## src/rtl/syncer_pkg.sv

```systemverilog
// syncer_pkg: shared state encoding and width helper for the pulse syncer family
package syncer_pkg;
    typedef enum logic {IDLE, WAIT_ACK} pulse_tx_state_e;
    function automatic int clog2(input int v);
        int r;
        r = 0;
        for (int i = 0; i < 31; i++) if ((1 << i) < v) r = i + 1;
        return r;
    endfunction
endpackage

```

## src/rtl/syncer_pulse_tx_chan.sv

```systemverilog
// syncer_pulse_tx_chan: one req/ack toggle channel with event queueing and sticky status
// Optional ack timeout flag is built when SYNC_PULSE_TIMEOUT_EN is defined.
module syncer_pulse_tx_chan
    import syncer_pkg::*;
#(
    parameter int CNT_W       = 4,
    parameter int EDGE_MODE   = 1,
    parameter int TIMEOUT_CYC = 1024
) (
    input  logic clk,
    input  logic reset,
    input  logic pulse_in,
    input  logic ack_toggle_in,
    input  logic clr_status,
    output logic req_toggle,
    output logic busy,
    output logic overflow,
    output logic timeout_err
);
    localparam logic [CNT_W-1:0] FULL = '1;
    logic pulse_d1, ev, issue, match;
    logic [CNT_W-1:0] pending, pending_nx;
    pulse_tx_state_e state, state_nx;
    always_comb begin
        ev = (EDGE_MODE != 0) ? (pulse_in & ~pulse_d1) : pulse_in;
        issue = (state == IDLE) && (pending != '0);
        match = (state == WAIT_ACK) && (ack_toggle_in == req_toggle);
        // an issue frees a slot, so a coincident event never overflows
        pending_nx = issue ? (ev ? pending : pending - 1'b1)
                   : (ev && pending != FULL) ? pending + 1'b1 : pending;
        state_nx = issue ? WAIT_ACK : match ? IDLE : state;
    end
    always_ff @(posedge clk) begin
        if (reset) begin
            pulse_d1   <= 1'b0;
            pending    <= '0;
            state      <= IDLE;
            req_toggle <= 1'b0;
            busy       <= 1'b0;
            overflow   <= 1'b0;
        end else begin
            pulse_d1   <= pulse_in;
            pending    <= pending_nx;
            state      <= state_nx;
            req_toggle <= req_toggle ^ issue;
            busy       <= (state_nx == WAIT_ACK) || (pending_nx != '0);
            overflow   <= (ev && pending == FULL && !issue) | (overflow & ~clr_status);
        end
    end
`ifdef SYNC_PULSE_TIMEOUT_EN
    localparam int TW = clog2(TIMEOUT_CYC + 1);
    localparam logic [TW-1:0] TMAX = TW'(TIMEOUT_CYC);
    logic [TW-1:0] tcnt, tcnt_nx;
    always_comb tcnt_nx = (state == WAIT_ACK && !match) ? ((tcnt == TMAX) ? tcnt : tcnt + 1'b1) : '0;
    always_ff @(posedge clk) begin
        if (reset) begin
            tcnt        <= '0;
            timeout_err <= 1'b0;
        end else begin
            tcnt        <= tcnt_nx;
            timeout_err <= (tcnt != TMAX && tcnt_nx == TMAX) | (timeout_err & ~clr_status);
        end
    end
`else
    localparam int unused_timeout_cyc = TIMEOUT_CYC;
    assign timeout_err = 1'b0;
`endif
endmodule

```

## src/rtl/syncer_pulse_tx_multi.sv

```systemverilog
// syncer_pulse_tx_multi: NUM_CH independent req/ack toggle pulse transmitters
// Ack timeout flags are built only when SYNC_PULSE_TIMEOUT_EN is defined.
module syncer_pulse_tx_multi #(
    parameter int NUM_CH      = 4,
    parameter int CNT_W       = 4,
    parameter int EDGE_MODE   = 1,
    parameter int TIMEOUT_CYC = 1024
) (
    input  logic              clk,
    input  logic              reset,
    input  logic [NUM_CH-1:0] pulse_in,
    input  logic [NUM_CH-1:0] ack_toggle_in,
    input  logic              clr_status,
    output logic [NUM_CH-1:0] req_toggle,
    output logic [NUM_CH-1:0] busy,
    output logic [NUM_CH-1:0] overflow,
    output logic [NUM_CH-1:0] timeout_err
);
    for (genvar g = 0; g < NUM_CH; g++) begin : g_ch
        syncer_pulse_tx_chan #(
            .CNT_W      (CNT_W),
            .EDGE_MODE  (EDGE_MODE),
            .TIMEOUT_CYC(TIMEOUT_CYC)
        ) u_chan (
            .clk          (clk),
            .reset        (reset),
            .pulse_in     (pulse_in[g]),
            .ack_toggle_in(ack_toggle_in[g]),
            .clr_status   (clr_status),
            .req_toggle   (req_toggle[g]),
            .busy         (busy[g]),
            .overflow     (overflow[g]),
            .timeout_err  (timeout_err[g])
        );
    end
endmodule

```

## config.mk

```make
export PLATFORM = sky130hd
export DESIGN_NAME = syncer_pulse_tx_multi
export DESIGN_NICKNAME = d
export VERILOG_FILES = /design/src/rtl/syncer_pkg.sv /design/src/rtl/syncer_pulse_tx_chan.sv /design/src/rtl/syncer_pulse_tx_multi.sv
export SDC_FILE = /design/constraint.sdc
export NUM_CORES = 1
export LEC_CHECK = 0
export BUFFER_PORTS_ARGS = -buffer_cell sky130_fd_sc_hd__buf_2
export CORE_MARGIN = 2
export CORE_UTILIZATION = 50
export CTS_BUF_LIST = sky130_fd_sc_hd__clkbuf_4 sky130_fd_sc_hd__clkbuf_8
export DETAILED_ROUTE_END_ITERATION = 16
export PLACE_DENSITY_LB_ADDON = 0.05
export SLEW_MARGIN = 15
export SYNTH_ARGS = -nofsm -noshare
export SYNTH_HDL_FRONTEND = slang
export SYNTH_SLANG_ARGS = --single-unit
```

## constraint.sdc

```tcl
create_clock -name clk -period 1.8 [get_ports clk]
set_input_delay 0.18 -clock clk [delete_from_list [all_inputs] [get_ports clk]]
set_output_delay 0.18 -clock clk [all_outputs]
set_load 0.01 [all_outputs]
```

==> results of run 1 <==
synthesized netlist by cell type (2+ instances only):
cell type / n / area, sq um
a211oi_1: 2 / 15.01
a21boi_1: 2 / 15.01
a21oi_1: 10 / 50.05
a22oi_1: 2 / 15.01
a31oi_1: 3 / 18.77
a32oi_1: 2 / 17.52
a41oi_1: 4 / 35.03
and2_1: 2 / 12.51
and3_1: 3 / 18.77
buf_2: 2 / 10.01
buf_4: 16 / 120.1
clkbuf_1: 8 / 30.03
dfxtp_1: 36 / 720.7
ha_1: 8 / 100.1
inv_1: 10 / 37.54
mux2i_1: 3 / 30.03
nand2_1: 9 / 33.78
nand2b_1: 3 / 18.77
nand3_1: 6 / 30.03
nand3b_1: 3 / 22.52
nand4_1: 6 / 37.54
nor2_1: 34 / 127.6
nor2b_1: 15 / 93.84
nor3_1: 7 / 35.03
nor3b_1: 3 / 22.52
nor3b_2: 2 / 25.02
nor4_1: 2 / 12.51
o21a_1: 2 / 15.01
o21ai_0: 7 / 35.03
o21ai_1: 3 / 15.01
o32a_1: 2 / 20.02
or3_1: 4 / 25.02
xnor2_1: 11 / 96.34
where the power goes:
group | internal [W] | leakage, nW | switching (W)
sequential | 0.00107 | 0.298 | 0.000317
clock | 0.000343 | 0.0523 | 0.000279
combinational | 0.00118 | 0.633 | 0.00120
layer usage:
metal	wire [um]	global-route usage, %	vias up
met2	1991	29.81	29
met5	0	0	-
met1	2152	25.63	822
met3	141	4.651	2
met4	26	5.229	0
li1	-	-	931
worst paths after layout:
check | start | endpoint | slack (ps)
min reg2reg | g_ch[2].u_chan.overflow | g_ch[2].u_chan.overflow | 480
max | g_ch[3].u_chan.pending[0] | g_ch[3].u_chan.busy | 80
max reg2reg | g_ch[3].u_chan.pending[0] | g_ch[3].u_chan.busy | 80
min | pulse_in[2] | g_ch[2].u_chan.pulse_d1 | 130
layout make-up:
type / instances / share of cell area, %
timing repair buffer: 35 / 8.614
tap: 50 / 2.595
clock buffer: 8 / 4.048
sequential: 36 / 30.05
inverter: 11 / 1.713
multi-input combinational: 187 / 52.98
critical path: cells and delay by family (launching register included):
kind	cells	cell delay, ps
compound gates	1	150
xor+xnor	1	240
fa+ha+maj	1	220
buf+inv	1	100
flops	1	340
mux	1	150
simple gates	2	370
timing repair:
| item | in CTS | in global routing |
|---|---|---|
| endpoints found under the setup margin | 2 | 6 |
| gates resized for setup | 4 | 12 |
| setup buffers | 0 | 1 |
| pin swaps | 2 | 4 |
state kept, by name, indices dropped and copies added (netlist names):
signal                  cells
g_ch.u_chan.overflow        4
g_ch.u_chan.busy            4
g_ch.u_chan.req_toggle      4
g_ch.u_chan.pending        16
g_ch.u_chan.state           4
g_ch.u_chan.pulse_d1        4
kinds of logic after synthesis:
family	Yosys count
flops	36
simple gates	106
fa+ha+maj	8
xor+xnor	12
compound gates	53
other cells	1
buf+inv	37
mux	4
stage by stage:
| stage | instances | utilization (%) | total power, W | TNS [ps] |
|---|---|---|---|---|
| after floorplan | 260 | - | 0.003091 | 0 |
| after global placement | 318 | 55.44 | 0.003576 | -6.713 |
| after detailed placement | 318 | 55.44 | 0.003576 | -8.605 |
| after CTS | 326 | 58.22 | 0.004253 | 0 |
| after global routing | 327 | 59.42 | 0.004757 | -28.31 |
| final | 327 | 59.42 | 0.004385 | 0 |
==> results.yml, run 1 <==
synthesis:
  yosysWarnings: 0
  ys_seq_elements: 36
  synthSimpleGateAreaFrac_pct: 26.89
  synth-edff-count: 0
  synth_xor_area_share_pct: 4.921
  synthArstFlopShare_pct: 0
  synth_cell_types: 58
  synth_flop_cell: "dfxtp_1"
  synth_area_per_cell_sq_um: 8.310
  yosysSeqAreaShare_pct: 33.74
  synth_cells: 257
  synth_top_family_by_area: "simple AND/OR/NAND/NOR gates"
  syn_area_sq_mm: 0.002136
  synth.mux.area_fraction_pct: 1.933
  synth_fa_ha_area_share_pct: 4.687
  synth-compound-area-share_pct: 18.22
cells_and_area:
  fillers: 381
  multiInputGateArea_sq_mm: 0.001277
  drive_gt1_share_pct: 24.19
  most-common-layout-cells: "dfxtp_1, nor2_1, buf_2"
  final_common_cell: "dfxtp_1"
  diodes: 0
  final_nets: 295
  syn_to_final_growth_pct: 12.89
  final_area_sq_mm: 0.002411
  seqCellArea_sq_um: 724.4
grt:
  track_usage_pct: 18.87
  grt_first_pass_wirelength_mm: 7.645
  antenna_found_initial: 0
  overflow: 0
  grt_max_degree: 37
  grt_pass1_vias: 1716
cts:
  clock_sinks: 36
  holdBufCountCts: 0
  cts.path.max_buffers: 2
  cts_tree: "yes"
  cts_root_buffer: "clkbuf_8"
  cts-htree-levels: 2
  clkSlewWorstSetupHoldPaths_ps: 70
  clock_latency_ps: 280
  cts_buffers: 5
placed_design:
  preCtsSetupSlack_ps: -8.605
  port_buffers: 22
  gp_congestion: 0.8404
  placed_area_sq_mm: 0.002250
  dp_hpwl_mm: 3.009
worst_setup_path:
  endpoint_kind: "flop"
  cp_slowest_cell: "dfxtp_2"
  worst-endpoint-required_ps: 1930
  rr_worst_depth: 7
  path_max_fanout: 5
  critPathMaxStageDelay_ps: 340
  cp.arrival_ps: 1850
  startpoint_type: "flop"
  crit_type: "flop to flop"
  path_cells: "inv_1 > ha_2 > nor3b_4 > nor2_2 > mux2i_1 > xnor2_1 > a41oi_1"
route:
  viasPerCell: 5.456
  vias: 1784
  drt_iter0_markers: 95
  ant_nets: 0
  wl_per_cell_um: 13.19
  wl_mm: 4.312
  drcViolationCount: 0
  first_pass_iters: 4
timing:
  hold_viol_final: 0
  worstMarginPinSlew_ps: 660.5
  worst_hold_slack_ps: 131.6
  slew_headroom_pct: 55.97
  finClkSkew_ps: 2.254
  clock.fmax_mhz: 581.3
  setup_ws_ps: 79.78
  slew_viol_final: 0
  fin_crit_ps: 1720
  fin_crit_sh_pct: 95.57
  finalSetupViolCount: 0
floorplanning:
  start_util_pct: 52.64
  coreArea_sq_mm: 0.004058
  io-pin-count: 27
  die_w_um: 69.36
  die_h_um: 69.36
  die-area_sq_mm: 0.004810
  rows: 23
power:
  p_leak_nw: 0.9834
  vdd_ir_drop_max_mv: 0.9116
  powerDensity_mw_per_mm2: 1819
worst_hold_path:
  hp-class: "input pin to flop"
  holdPathStages: 2
flow_run:
  drv_cap: 0
outcome:
  status: "finished clean"
Note: power is estimated with default switching activity, not from simulation.
==> inputs of run 2 (changes only) <==
--- a/config.mk
+++ b/config.mk
@@ -11,6 +11,7 @@
 export CTS_BUF_LIST = sky130_fd_sc_hd__clkbuf_4 sky130_fd_sc_hd__clkbuf_8
 export DETAILED_ROUTE_END_ITERATION = 16
 export PLACE_DENSITY_LB_ADDON = 0.05
+export RECOVER_POWER = 25
 export SLEW_MARGIN = 15
 export SYNTH_ARGS = -nofsm -noshare
 export SYNTH_HDL_FRONTEND = slang
==> results.yml, run 2 (synthesis results as in run 1) <==
worst_hold_path:
  hp-class: "input pin to flop"
  holdPathStages: 2
outcome:
  status: "finished clean"
route:
  wl_per_cell_um: 13.19
  wl_mm: 4.312
  first_pass_iters: 4
  viasPerCell: 5.489
  drt_iter0_markers: 109
  drcViolationCount: 0
  vias: 1795
  ant_nets: 0
timing:
  clock.fmax_mhz: 581.5
  worstMarginPinSlew_ps: 665.2
  worst_hold_slack_ps: 130.1
  hold_viol_final: 0
  slew_viol_final: 0
  slew_headroom_pct: 55.65
  fin_crit_sh_pct: 95.54
  finClkSkew_ps: 3.267
  finalSetupViolCount: 0
  fin_crit_ps: 1720
grt:
  grt_pass1_vias: 1716
  antenna_found_initial: 0
  track_usage_pct: 18.87
  grt_first_pass_wirelength_mm: 7.645
  grt_max_degree: 37
  overflow: 0
worst_setup_path:
  cp.arrival_ps: 1840
  crit_type: "flop to flop"
  rr_worst_depth: 7
  path_max_fanout: 5
  endpoint_kind: "flop"
  worst-endpoint-required_ps: 1920
  startpoint_type: "flop"
floorplanning:
  io-pin-count: 27
  die_h_um: 69.36
  die_w_um: 69.36
  die-area_sq_mm: 0.004810
  coreArea_sq_mm: 0.004058
  rows: 23
  start_util_pct: 52.64
cells_and_area:
  final_nets: 295
  largest_reg_flops: 16
  fillers: 385
  most-common-layout-cells: "dfxtp_1, nor2_1, buf_2"
  diodes: 0
  drive_gt1_share_pct: 21.66
  syn_to_final_growth_pct: 12.48
  top_register: "g_ch.u_chan.pending"
  final_area_sq_mm: 0.002402
  final_common_cell: "dfxtp_1"
cts:
  clock_sinks: 36
  cts_buffers: 5
  cts.path.max_buffers: 2
  clkSlewWorstSetupHoldPaths_ps: 70
  clock_latency_ps: 280
  cts-htree-levels: 2
  cts_tree: "yes"
  cts_root_buffer: "clkbuf_8"
power:
  vdd_ir_drop_max_mv: 0.9136
  p_total_w: 0.004374
  powerDensity_mw_per_mm2: 1821
  p_leak_nw: 0.9581
placed_design:
  port_buffers: 22
  gp_congestion: 0.8404
  dp_hpwl_mm: 3.009
  placed_area_sq_mm: 0.002250
flow_run:
  drv_cap: 0
[run 2: path summary, 6_finish.rpt]
| kind | start | endpoint | slack, ps |
|---|---|---|---|
| max | g_ch[3].u_chan.pending[0] | g_ch[3].u_chan.busy | 80 |
| min | pulse_in[2] | g_ch[2].u_chan.pulse_d1 | 130 |
| max reg2reg | g_ch[3].u_chan.pending[0] | g_ch[3].u_chan.busy | 80 |
| min reg2reg | g_ch[2].u_chan.overflow | g_ch[2].u_chan.overflow | 490 |
[run 2: metrics by stage]
| stage | std cells | util [%] | setup slack, ps | setup TNS (ps) |
|---|---|---|---|---|
| floorplan | 260 | - | 81.96 | 0 |
| global placement | 318 | 55.44 | -6.713 | -6.713 |
| detailed placement | 318 | 55.44 | -8.605 | -8.605 |
| CTS | 326 | 58.22 | 28.47 | 0 |
| global route | 327 | 59.20 | -16.80 | -28.31 |
| finish | 327 | 59.20 | 80.35 | 0 |
[run 2: what timing repair did]
item / 4_1_cts / 5_1_grt
buffers inserted: 0 / 1
hold buffers: 0 / 0
endpoints found under the setup margin: 2 / 6
pin swaps: 2 / 4
gates resized for setup: 4 / 12
[run 2: worst max-delay path, stage by stage, from the launching register on]
cell and delay, ps:
dfxtp_2 340, inv_1 100, ha_2 220, nor3b_4 280
nor2_2 90, mux2i_1 150, xnor2_1 240, a41oi_1 150
[run 2: where the power goes]
group          total, W  switching, W  internal [W]  leakage, nW
Combinational   0.00237       0.00120       0.00117        0.608
Sequential      0.00139      0.000319       0.00107        0.298
Clock          0.000621      0.000279      0.000343       0.0523
Total           0.00437       0.00180       0.00258        0.958
[run 2: cell type report]
| cell class | count | area [sq um] | area share (%) |
|---|---|---|---|
| multi-input cells | 187 | 1277 | 53.18 |
| well taps | 50 | 62.56 | 2.604 |
| flip-flops and latches | 36 | 724.4 | 30.16 |
| inverters | 11 | 41.29 | 1.719 |
| clock buffers | 8 | 97.59 | 4.063 |
| repair buffers | 35 | 198.9 | 8.281 |
[run 2: metal layers]
metal | wire length [um] | up-vias | global-route usage (%) | part of all wire [%]
li1 | - | 931 | - | -
met1 | 2170 | 833 | 25.63 | 50
met2 | 1978 | 29 | 29.81 | 46
met3 | 137 | 2 | 4.651 | 3.2
met4 | 26 | 0 | 5.229 | 0.60
met5 | 0 | - | 0 | 0
==> inputs of run 3 (changes only) <==
==> constraint.sdc (replaced) <==
create_clock -name clk -period 1.8 [get_ports clk]
set_input_delay 0.36 -clock clk [delete_from_list [all_inputs] [get_ports clk]]
set_output_delay 0.36 -clock clk [all_outputs]
set_load 0.01 [all_outputs]
==> results.yml, run 3 (synthesis results as in run 1) <==
outcome:
  status: "finished clean"
cells_and_area:
  final_common_cell: "dfxtp_1"
  most-common-layout-cells: "dfxtp_1, nor2_1, buf_4"
  largest_reg_flops: 16
  final_core_util_pct: 60.56
  diodes: 0
  drive_gt1_share_pct: 23.24
  syn_to_final_growth_pct: 15.06
  top_register: "g_ch.u_chan.pending"
  final_nets: 302
power:
  vdd_ir_drop_max_mv: 0.9306
  p_leak_nw: 0.9846
  p_int_w: 0.002649
  p_clk_share_pct: 14.0
  switching_power_w: 0.001793
  p_sw_share_pct: 40.37
  powerDensity_mw_per_mm2: 1807
  combPwrFrac_pct: 54.9
  p_total_w: 0.004441
  power_frac_seq_pct: 31.1
floorplanning:
  io-pin-count: 27
  die-area_sq_mm: 0.004810
  coreArea_sq_mm: 0.004058
  rows: 23
  die_h_um: 69.36
  die_w_um: 69.36
  start_util_pct: 52.64
worst_setup_path:
  crit_start: "g_ch[0].u_chan.pending[1]"
  r2r_start: "g_ch[0].u_chan.pending[1]"
  crit_type: "flop to flop"
  cp.arrival_ps: 1850
  reg2reg_to: "g_ch[0].u_chan.busy"
  cp_slowest_cell: "or3_1"
  rr_worst_depth: 7
  rrSetupSlack_ps: 100
  path_max_fanout: 4
  endpoint_kind: "flop"
  worst-endpoint-required_ps: 1950
  startpoint_type: "flop"
  path_cells: "inv_1 > ha_1 > nor3b_1 > or3_1 > o22ai_2 > xnor2_1 > a41oi_1"
  critPathMaxStageDelay_ps: 380
  critPathCapture: "g_ch[0].u_chan.busy"
timing:
  fin_crit_sh_pct: 94.38
  setup_ws_ps: 101.2
  hold_viol_final: 0
  finClkSkew_ps: 3.147
  finalSetupViolCount: 0
  worst_hold_slack_ps: 313.8
  slew_viol_final: 0
  fin_crit_ps: 1699
  clock.fmax_mhz: 588.6
placed_design:
  gp_congestion: 0.8442
  dp_hpwl_mm: 2.971
  port_buffers: 22
  preCtsSetupSlack_ps: 1.643
cts:
  clock_latency_ps: 280
  cts_buffers: 5
  cts_tree: "yes"
  clkSlewWorstSetupHoldPaths_ps: 70
  cts.path.max_buffers: 2
  cts-htree-levels: 2
  clock_sinks: 36
  cts_root_buffer: "clkbuf_8"
grt:
  overflow: 0
  track_usage_pct: 18.34
  grt_first_pass_wirelength_mm: 7.258
  grt_max_degree: 37
  antenna_found_initial: 0
  grt_pass1_vias: 1680
route:
  wl_mm: 4.201
  drcViolationCount: 0
  vias: 1807
  viasPerCell: 5.410
  drt_iter0_markers: 81
  ant_nets: 0
  wl_per_cell_um: 12.58
  first_pass_iters: 4
worst_hold_path:
  hp-class: "input pin to flop"
flow_run:
  drv_cap: 0
-- run 3: cell type report --
type	count	area [sq um]
fillers	361	1600
multi-input cells	187	1280
flip-flops and latches	36	724.4
repair buffers	42	251.5
clock buffers	8	97.59
well taps	50	62.56
inverters	11	41.29
-- run 3: worst min-delay path by stage --
stage                            startpoint                 endpoint  cells after the start
floorplan           g_ch[2].u_chan.overflow  g_ch[2].u_chan.overflow                      2
global placement    g_ch[2].u_chan.overflow  g_ch[2].u_chan.overflow                      2
detailed placement  g_ch[2].u_chan.overflow  g_ch[2].u_chan.overflow                      2
CTS                             pulse_in[2]  g_ch[2].u_chan.pulse_d1                      2
global route                    pulse_in[2]  g_ch[2].u_chan.pulse_d1                      2
finish                          pulse_in[2]  g_ch[2].u_chan.pulse_d1                      2
-- run 3: worst max-delay path, delay by kind of cell (launching register included) --
kind	cells	cell delay, ps
AOI/OAI and AO/OA	2	280
xor gates and xnor gates	1	160
adders and majority gates	1	200
buffers and inverters	1	60
DFF	1	330
and+or+nand+nor	2	530
-- run 3: timing repair --
action | 4_1_cts | 5_1_grt
hold buffers | 0 | 0
setup buffers | 0 | 0
setup endpoints to repair | 1 | 4
resized for setup | 2 | 14
pin swaps | 0 | 3
-- run 3: stage by stage --
step                std cells  area, sq um  TNS, ps
floorplan                 260         2147        0
global placement          326         2310        0
detailed placement        326         2310        0
CTS                       334         2415        0
global route              334         2457  -0.9610
finish                    334         2457        0
-- run 3: power by group through the flow --
stage          Sequential [W]  Clock [W]  Combinational [W]
2_1_floorplan         0.00130          0            0.00179
3_3_place_gp          0.00136          0            0.00230
3_5_place_dp          0.00136          0            0.00230
4_1_cts               0.00135   0.000653            0.00233
5_1_grt               0.00143   0.000681            0.00274
6_report              0.00138   0.000623            0.00244
-- run 3: layer usage --
metal | global-route usage (%) | share of wire (%) | vias up
li1 | - | - | 945
met1 | 23.17 | 48 | 835
met2 | 30.88 | 48 | 22
met3 | 3.634 | 3.1 | 5
met4 | 6.754 | 1.3 | 0
met5 | 0 | 0 | -
